<file path="src/rtl/led_seq_pkg.sv">
// Shared types and constants for the LED pattern sequencer.
package led_seq_pkg;

    typedef enum logic [1:0] {
        ST_IDLE = 2'd0,
        ST_RUN  = 2'd1,
        ST_DONE = 2'd2
    } state_e;

    typedef enum logic [1:0] {
        MODE_SPREAD = 2'd0,
        MODE_CHASE  = 2'd1,
        MODE_FILL   = 2'd2,
        MODE_BLINK  = 2'd3
    } mode_e;

    // First pattern shown when a cycle begins.
    localparam logic [7:0] SEED_SPREAD = 8'h18;
    localparam logic [7:0] SEED_CHASE  = 8'h01;
    localparam logic [7:0] SEED_FILL   = 8'h01;
    localparam logic [7:0] SEED_BLINK  = 8'hFF;

    // Last pattern of a cycle; the step taken from it ends the cycle.
    localparam logic [7:0] TERM_SPREAD = 8'h00;
    localparam logic [7:0] TERM_CHASE  = 8'h80;
    localparam logic [7:0] TERM_FILL   = 8'hFF;
    localparam logic [7:0] TERM_BLINK  = 8'h00;

    function automatic logic [7:0] mode_seed(input mode_e m);
        case (m)
            MODE_SPREAD: mode_seed = SEED_SPREAD;
            MODE_CHASE:  mode_seed = SEED_CHASE;
            MODE_FILL:   mode_seed = SEED_FILL;
            default:     mode_seed = SEED_BLINK;
        endcase
    endfunction

    function automatic logic [7:0] mode_term(input mode_e m);
        case (m)
            MODE_SPREAD: mode_term = TERM_SPREAD;
            MODE_CHASE:  mode_term = TERM_CHASE;
            MODE_FILL:   mode_term = TERM_FILL;
            default:     mode_term = TERM_BLINK;
        endcase
    endfunction

    // Pattern following cur within a cycle. Spread moves the upper nibble
    // left and the lower nibble right, so 18->24->42->81->00.
    function automatic logic [7:0] next_pattern(input mode_e m, input logic [7:0] cur);
        case (m)
            MODE_SPREAD: next_pattern = {cur[6:4], 1'b0, 1'b0, cur[3:1]};
            MODE_CHASE:  next_pattern = {cur[6:0], 1'b0};
            MODE_FILL:   next_pattern = {cur[6:0], 1'b1};
            default:     next_pattern = ~cur;
        endcase
    endfunction

endpackage

</file>
<file path="src/rtl/led_pattern_sequencer_if.sv">
// Control/status bundle between the switch logic and the sequencer.
//
// Signalling: start and stop are levels sampled on every rising clk edge;
// there is no ready/ack. start is honoured only in IDLE (and only when stop
// is low); stop is honoured only in RUN. mode_sel/repeat_cnt are captured
// on the accepting edge and ignored afterwards. busy/done/led/state are
// driven from registers only.
interface led_pattern_sequencer_if #(
    parameter int REP_W = 4
);
    import led_seq_pkg::*;

    logic             start;
    logic             stop;
    logic [1:0]       mode_sel;
    logic [REP_W-1:0] repeat_cnt;
    logic [7:0]       led;
    logic             busy;
    logic             done;
    state_e           state;      // debug view of the controller FSM

    modport master (
        output start, stop, mode_sel, repeat_cnt,
        input  led, busy, done, state
    );

    modport slave (
        input  start, stop, mode_sel, repeat_cnt,
        output led, busy, done, state
    );

endinterface

</file>
<file path="src/rtl/led_tick_gen.sv">
// Step-rate prescaler: one-clk tick every DIV enabled cycles.
module led_tick_gen #(
    parameter int DIV = 4
) (
    input  logic clk,
    input  logic reset,
    input  logic clr,
    input  logic en,
    output logic tick
);

    localparam int CW = (DIV > 1) ? $clog2(DIV) : 1;
    localparam logic [CW-1:0] LAST = CW'(DIV - 1);

    logic [CW-1:0] cnt_q, cnt_d;

    // Next count: clear wins, otherwise count 0..DIV-1 while enabled.
    always_comb begin
        cnt_d = cnt_q;
        if (clr) begin
            cnt_d = '0;
        end else if (en) begin
            cnt_d = (cnt_q == LAST) ? '0 : cnt_q + 1'b1;
        end
    end

    // Counter register.
    always_ff @(posedge clk or negedge reset) begin
        if (!reset) begin
            cnt_q <= '0;
        end else begin
            cnt_q <= cnt_d;
        end
    end

    assign tick = en && !clr && (cnt_q == LAST);

endmodule

</file>
<file path="src/rtl/led_pattern_sequencer.sv">
// Start/stop controlled LED animation sequencer with repeat counting.
module led_pattern_sequencer
    import led_seq_pkg::*;
#(
    parameter int DIV   = 4,
    parameter int REP_W = 4
) (
    input  logic                     clk,
    input  logic                     reset,
    led_pattern_sequencer_if.slave   bus
);

    state_e           state_q, state_d;
    mode_e            mode_q,  mode_d;
    logic [REP_W-1:0] rem_q,   rem_d;
    logic [7:0]       led_q,   led_d;
    logic             tick;

    // The prescaler is held at zero whenever not running, so the first
    // step lands exactly DIV edges after the start edge.
    led_tick_gen #(.DIV(DIV)) u_tick (
        .clk   (clk),
        .reset (reset),
        .clr   (state_q != ST_RUN),
        .en    (state_q == ST_RUN),
        .tick  (tick)
    );

    // Next-state and next-pattern logic.
    always_comb begin
        state_d = state_q;
        mode_d  = mode_q;
        rem_d   = rem_q;
        led_d   = led_q;
        case (state_q)
            ST_IDLE: begin
                led_d = 8'h00;
                if (bus.start && !bus.stop) begin
                    state_d = ST_RUN;
                    mode_d  = mode_e'(bus.mode_sel);
                    rem_d   = bus.repeat_cnt;
                    led_d   = mode_seed(mode_e'(bus.mode_sel));
                end
            end
            ST_RUN: begin
                if (bus.stop) begin
                    // Abort beats any coincident step or cycle end.
                    state_d = ST_IDLE;
                    led_d   = 8'h00;
                    rem_d   = '0;
                end else if (tick) begin
                    if (led_q == mode_term(mode_q)) begin
                        // Cycle end: reload on this same step, no gap.
                        if (rem_q == '0) begin
                            led_d = mode_seed(mode_q);
                        end else if (rem_q == REP_W'(1)) begin
                            state_d = ST_DONE;
                            led_d   = 8'h00;
                            rem_d   = '0;
                        end else begin
                            rem_d = rem_q - 1'b1;
                            led_d = mode_seed(mode_q);
                        end
                    end else begin
                        led_d = next_pattern(mode_q, led_q);
                    end
                end
            end
            ST_DONE: begin
                state_d = ST_IDLE;
                led_d   = 8'h00;
            end
            default: begin
                state_d = ST_IDLE;
                led_d   = 8'h00;
                rem_d   = '0;
            end
        endcase
    end

    // State, mode, repeat and LED registers.
    always_ff @(posedge clk or negedge reset) begin
        if (!reset) begin
            state_q <= ST_IDLE;
            mode_q  <= MODE_SPREAD;
            rem_q   <= '0;
            led_q   <= 8'h00;
        end else begin
            state_q <= state_d;
            mode_q  <= mode_d;
            rem_q   <= rem_d;
            led_q   <= led_d;
        end
    end

    assign bus.led   = led_q;
    assign bus.busy  = (state_q == ST_RUN);
    assign bus.done  = (state_q == ST_DONE);
    assign bus.state = state_q;

endmodule

</file>
<file path="src/flat_wrapper.sv">
// flat-port wrapper written by rule: the top's interface ports become plain ports
module led_pattern_sequencer_flat import led_seq_pkg::*;
#(
    parameter int DIV   = 4,
    parameter int REP_W = 4
)
  (clk, reset, bus_start, bus_stop, bus_mode_sel, bus_repeat_cnt, bus_led, bus_busy, bus_done, bus_state);
  led_pattern_sequencer_if #(.REP_W(REP_W)) bus_i ();
  input  logic clk;
  input  logic reset;
  input wire logic [$bits(bus_i.start)-1:0] bus_start;
  input wire logic [$bits(bus_i.stop)-1:0] bus_stop;
  input wire logic [$bits(bus_i.mode_sel)-1:0] bus_mode_sel;
  input wire logic [$bits(bus_i.repeat_cnt)-1:0] bus_repeat_cnt;
  output wire logic [$bits(bus_i.led)-1:0] bus_led;
  output wire logic [$bits(bus_i.busy)-1:0] bus_busy;
  output wire logic [$bits(bus_i.done)-1:0] bus_done;
  output wire logic [$bits(bus_i.state)-1:0] bus_state;
  assign bus_i.start = bus_start;
  assign bus_i.stop = bus_stop;
  assign bus_i.mode_sel = bus_mode_sel;
  assign bus_i.repeat_cnt = bus_repeat_cnt;
  assign bus_led = bus_i.led;
  assign bus_busy = bus_i.busy;
  assign bus_done = bus_i.done;
  assign bus_state = bus_i.state;
  led_pattern_sequencer #(.DIV(DIV), .REP_W(REP_W)) u_core (.clk(clk), .reset(reset), .bus(bus_i));
endmodule
</file>
<file path="config.mk">
export PLATFORM = sky130hd
export DESIGN_NAME = led_pattern_sequencer_flat
export DESIGN_NICKNAME = d
export VERILOG_FILES = /design/src/rtl/led_seq_pkg.sv /design/src/rtl/led_pattern_sequencer_if.sv /design/src/rtl/led_tick_gen.sv /design/src/rtl/led_pattern_sequencer.sv /design/src/flat_wrapper.sv
export SDC_FILE = /design/constraint.sdc
export NUM_CORES = 1
export LEC_CHECK = 0
export ABC_AREA = 0
export ABC_CLOCK_PERIOD_IN_PS = 5000
export CORE_MARGIN = 1.5
export CORE_UTILIZATION = 50
export CTS_CLUSTER_SIZE = 28
export DETAILED_ROUTE_END_ITERATION = 7
export DONT_BUFFER_PORTS = 1
export HOLD_SLACK_MARGIN = 0.05
export SKIP_LAST_GASP = 1
export SLEW_MARGIN = 20
export SYNTH_ARGS = -nofsm -noshare
export SYNTH_HDL_FRONTEND = slang
export SYNTH_SLANG_ARGS = --single-unit
</file>
<file path="constraint.sdc">
create_clock -name clk -period 5 [get_ports clk]
set_input_delay 1 -clock clk [delete_from_list [all_inputs] [get_ports clk]]
set_output_delay 1 -clock clk [all_outputs]
set_load 0.01 [all_outputs]
</file>
After elaboration in Yosys (flattened, before gate mapping)
Cells that the tools add are included.

word-level totals
  input port bits = 10
  flip-flop bits (word level) = 18

cells by class
  bitwise gates (word level) = 2
  equality and inequality tests = 15
  mux-type cells = 31
  reduce and logical (&&, ||, !) cells = 15
  add/sub/neg operators = 2

operator list
  operator               count
  $mux W8                9
  $pmux W8 S2            4
  $mux W4                6
  $pmux W8 S3            1
  $mux W2                9
  $pmux W4 S3            1
  $reduce_and A5 Y1      2
  $ne A3 B2 Y1 const B   3
  $eq A2 B2 Y1 const B   4
  $eq A8 B8 Y1           1
  $not A8 Y8             1
  $eq A2 B1 Y1 const B   3
  $logic_not A2 Y1       3
  $eq A4 B1 Y1 const B   1
  $logic_not A4 Y1       1
  $ne A2 B1 Y1 const B   2
  $pmux W2 S2            1
  $reduce_or A2 Y1       2
  $sub A4 B1 Y4 const B  1
  $logic_and A1 B1 Y1    3
  $ne A3 B3 Y1 const B   1
  $add A2 B1 Y2 const B  1
  $logic_not A1 Y1       2
  $reduce_and A2 Y1      1
  2 further kinds        2

Logic depth before layout (Yosys ltp)
  word-level depth = 12
  mapped depth = 8
  depth with buffers taken out = 7

Modules after synthesis
A second synthesis with hierarchy kept.

unflattened totals
  cells, all modules = 154
  area total of the unflattened synthesis = 1337.5 µm²

modules (own cells, without submodules)
  module                 cells each  instances  area an instance (µm²)
  led_pattern_sequencer  144         1          1229.9
  led_tick_gen           10          1          107.6

Worst setup path before layout
No wires, ideal clock.

  path type = input-to-reg
  start = input port bus_stop
  end = register u_core.led_q[5], in the netlist u_core.bus.led[5]
  stages on the path = 5
  setup time = 0.071 ns
  path slack = 2.994 ns
  data required time = 4.929 ns
  arrival time = 1.935 ns
  buffers on the path = 0
  cells stage by stage = nor4b_4 -> and2_1 -> nor2_1 -> a41o_1 -> nor2_1

on the way
  cells in the longest elaborated chain, start to end = 4

RTL lines
  what                    line                         RTL
  start: declaration      flat_wrapper.sv:12           input wire logic [$bits(bus_i.stop)-1:0] bus_stop;
  $logic_not A1 Y1        led_pattern_sequencer.sv:38  if (bus.start && !bus.stop) begin
  $logic_and A1 B1 Y1     led_pattern_sequencer.sv:38
  $mux W8                 led_pattern_sequencer.sv:38
  $pmux W8 S2             led_pattern_sequencer.sv:35  case (state_q)
  end signal: assignment  led_pattern_sequencer.sv:92  led_q <= led_d;
  end: declaration        led_pattern_sequencer.sv:16  logic [7:0] led_q, led_d;

Parallel ways exist; a longest one is shown, timed or not.
A chain may end at the register's enable or synchronous reset.

Worst setup path in the final report
  start = register u_core.state_q[1], in the netlist u_core.bus.state[1]
  end = output port bus_busy

on the way
  cells in the longest elaborated chain, start to end = 1

RTL lines
  what                      line                         RTL
  start: declaration        led_pattern_sequencer.sv:13  state_e state_q, state_d;
  start signal: assignment  led_pattern_sequencer.sv:89  state_q <= state_d;
  $eq A2 B1 Y1              led_pattern_sequencer.sv:97  assign bus.busy = (state_q == ST_RUN);
  end: declaration          flat_wrapper.sv:16           output wire logic [$bits(bus_i.busy)-1:0] bus_busy;

Every way passes these cells.

==> results.md <==
- Total GRT Usage: 0.219
- Yosys warns: 0
- Number of distinct library cells after synthesis: 44
- Cells after Synth: 140
- Vias in the first global route: 979
- Post_cts resized: 0
- Sequential share of the synthesized area: 0.338
- Area of the die: 0.00298 mm2
- Cell Area, Synth: 0.00133 mm2
- Max-slew headroom: 0.526
- Gr busiest metal: met1
- First-pass GRT wire length: 4.66 mm
- DR WL/cell: 17.0 um
- Measured slew at the worst slew-check pin: 0.709 ns
- CP Launch Type: flip-flop
- RR Endpoint: u_core.bus.led[2]
- Die W: 54.6 um
- PortBufs: 0
- DRT antenna net count: 0
- Met2 Track Usage GR: 0.313
- Initial DRC count: 18
- Dominant synthesized flop cell: dfrtp_1
- Grt ovf: 0
- Crit-path cells: nand2b_1 > inv_1
- Core area: 0.00250 mm2
- Clock root cell: clkbuf_4
- Placed Cells: 165
- Cell row count: 18
- Fill count: 216
- Worst-path clk slew: 0.11 ns
- Top cell type's share of synthesized area: 0.338
- Via Count: 1,071
- Async SR Flop Fraction: 1.00
- # DRC: 0
- Initial antenna violation count: 0
- Final setup fails: 0
- CTS HTree Levels: 1
- Max-cap violation count: 0
- Final setup TNS: 0 ns
- Slowest stage cell, crit path: dfrtp_1
- Clk_skew: 0.00765 ns
- Cell Pwr Density: 323 mW/mm2
- Clock latency on the worst-skew pair: 0.31 ns
- Crit end category: output port
- R2R setup slack: 2.77 ns
- Worst IR Drop VDD: 0.000182 V
- Post-CTS Hold Buffers: 0
- Register area: 450 um2
- Total Wirelength: 2.87 mm
- Simple-gate share of the synthesized area: 0.196
- XOR/XNOR Fraction of Synth Area: 0.0131
- Adder-Cell Fraction of Synth Area: 0.103
- Post-detail-place hpwl: 2.10 mm
- FF+latch count, synth: 18
- Biggest area consumer among synthesized cells: dfrtp_1
- Synth area leaders: dfrtp_1, ha_1, mux2i_1
- Max Root-Sink Buffers: 2
- RSZ-0062 raised after global routing: no
- R2R depth: 7
- Synth Area in Compound Gates: 0.250
- Status: completed
- Cts bufs inserted: 3
- Initial Util: 0.533
- Final instance area: 0.00138 mm2
- Final nets: 161
- Placed Area: 0.00134 mm2
- CTS Sinks: 18
- Critical path class: reg -> out
- Lkg Pwr: 0.615 nW
- Area grow syn2layout: 3.38%
- Avg Synthesized Cell Area: 9.52 um2
- WP data required: 4.00 ns
- Layout cells sized above 1: 0.0719
- Post-DR vias/cell: 6.34
- Crit path DAT: 1.25 ns
- Fin cells: 169
- Final period util: 0.451
- Post-synth EDFFs: 0
- Largest family of logic cells by synthesized area: compound AO/OA/AOI/OAI gates
- Max-slew violation count: 0
- R2r startpoint: u_core.mode_q[0]
- Post-Syn Nets: 161
- Post-synthesis mux area share: 0.0526
- Footprint of the multi-input gates: 820 um2
- RePlAce Congestion: 0.845
- Final Hold Vio Count: 0
- CTS tree: yes
- Setup bufs post-CTS: 0
- Fmax: 444 MHz
- Largest net degree at the start of global routing: 19
- Die H: 54.6 um
- Worst-path fanout max: 10
- Antenna Diode Count: 0
- Crit path time final: 2.25 ns
- Top Ports: 22
- Worst hold path class: in -> async
- TritonRoute pass-1 iters: 4
- Crit-path max cell delay: 0.55 ns
- Met1 usage: 0.322
- Grt met3 use: 0.0410
==> metrics by stage <==
stage	power (W)	setup slack, ns	hold slack [ns]	util
finish	0.000445	2.75	0.368	0.551
detailed placement	0.000353	2.72	0.435	0.537
CTS	0.000449	2.73	0.360	0.551
global placement	0.000350	2.77	0.432	0.537
floorplan	0.000325	2.99	0.415	-
global route	0.000482	2.52	0.348	0.551
==> logic make-up after synthesis <==
group | count (synthesis)
compound gates | 44
simple gates | 44
flops | 18
buf+inv | 14
fa+ha+maj | 11
mux | 7
xor+xnor | 2
==> critical path: cells and delay by family (launching register included) <==
| family | cells | cell delay (ns) |
|---|---|---|
| and+or+nand+nor | 1 | 0.24 |
| DFF | 1 | 0.55 |
| buffers and inverters | 1 | 0.16 |
==> cells in the mapped netlist, types with 4 or more instances <==
cell / count
inv_1: 9
a21oi_1: 10
mux2i_1: 7
a221o_1: 4
dfrtp_1: 18
nor2_1: 11
nand2_1: 7
ha_1: 11
==> routing by layer <==
layer,vias to the layer above,part of all wire
met5,-,0
met1,505,0.48
met3,4,0.063
li1,525,-
met4,0,0.010
met2,37,0.45
==> power breakdown <==
part           switching [W]  internal (W)   total, W
Clock              0.0000501     0.0000445  0.0000946
Combinational      0.0000908     0.0000685   0.000159
Sequential         0.0000264      0.000165   0.000191
Total               0.000167      0.000278   0.000445
==> how the worst max path moves through the flow <==
stage | slack, ns | cells past startpoint | start | end
3_5_place_dp | 2.72 | 5 | bus_stop | u_core.rem_q[2]
3_3_place_gp | 2.77 | 5 | bus_stop | u_core.rem_q[2]
4_1_cts | 2.73 | 2 | u_core.bus.state[1] | bus_busy
6_report | 2.75 | 2 | u_core.bus.state[1] | bus_busy
2_1_floorplan | 2.99 | 5 | bus_stop | u_core.bus.led[5]
5_1_grt | 2.52 | 7 | u_core.mode_q[0] | u_core.bus.led[2]
==> cells in the final DEF, fill, tap and decap left out, types with 2 or more instances in the layout <==
cell and n:
a32oi_1 3, o311ai_0 3, o211ai_1 3, a21oi_1 10, o21ai_0 3, a41o_1 2, a21o_1 3, o22ai_1 3
nand2_1 7, ha_1 11, nand2b_1 2, or2_1 2, nor4_1 2, and2_1 3, dfrtp_1 18, nor2_1 11
nor2b_1 3, mux2i_1 7, inv_1 9, nand4_1 2, o21ai_2 2, a221o_1 4, clkbuf_4 3, or3b_1 2
nor3_1 3
==> registers in the layout, summed over array words and instances, names as in the netlist <==
name                 flops
u_core.bus.state         2
u_core.bus.led           8
u_core.rem_q             4
u_core.mode_q            2
u_core.u_tick.cnt_q      2
==> cell type report <==
class                           count  area share
Multi-Input combinational cell    108       0.595
Inverter                            9      0.0245
Tap cell                           30      0.0272
Sequential cell                    18       0.327
Clock buffer                        4      0.0263
Power figures use the tool's default switching activity.
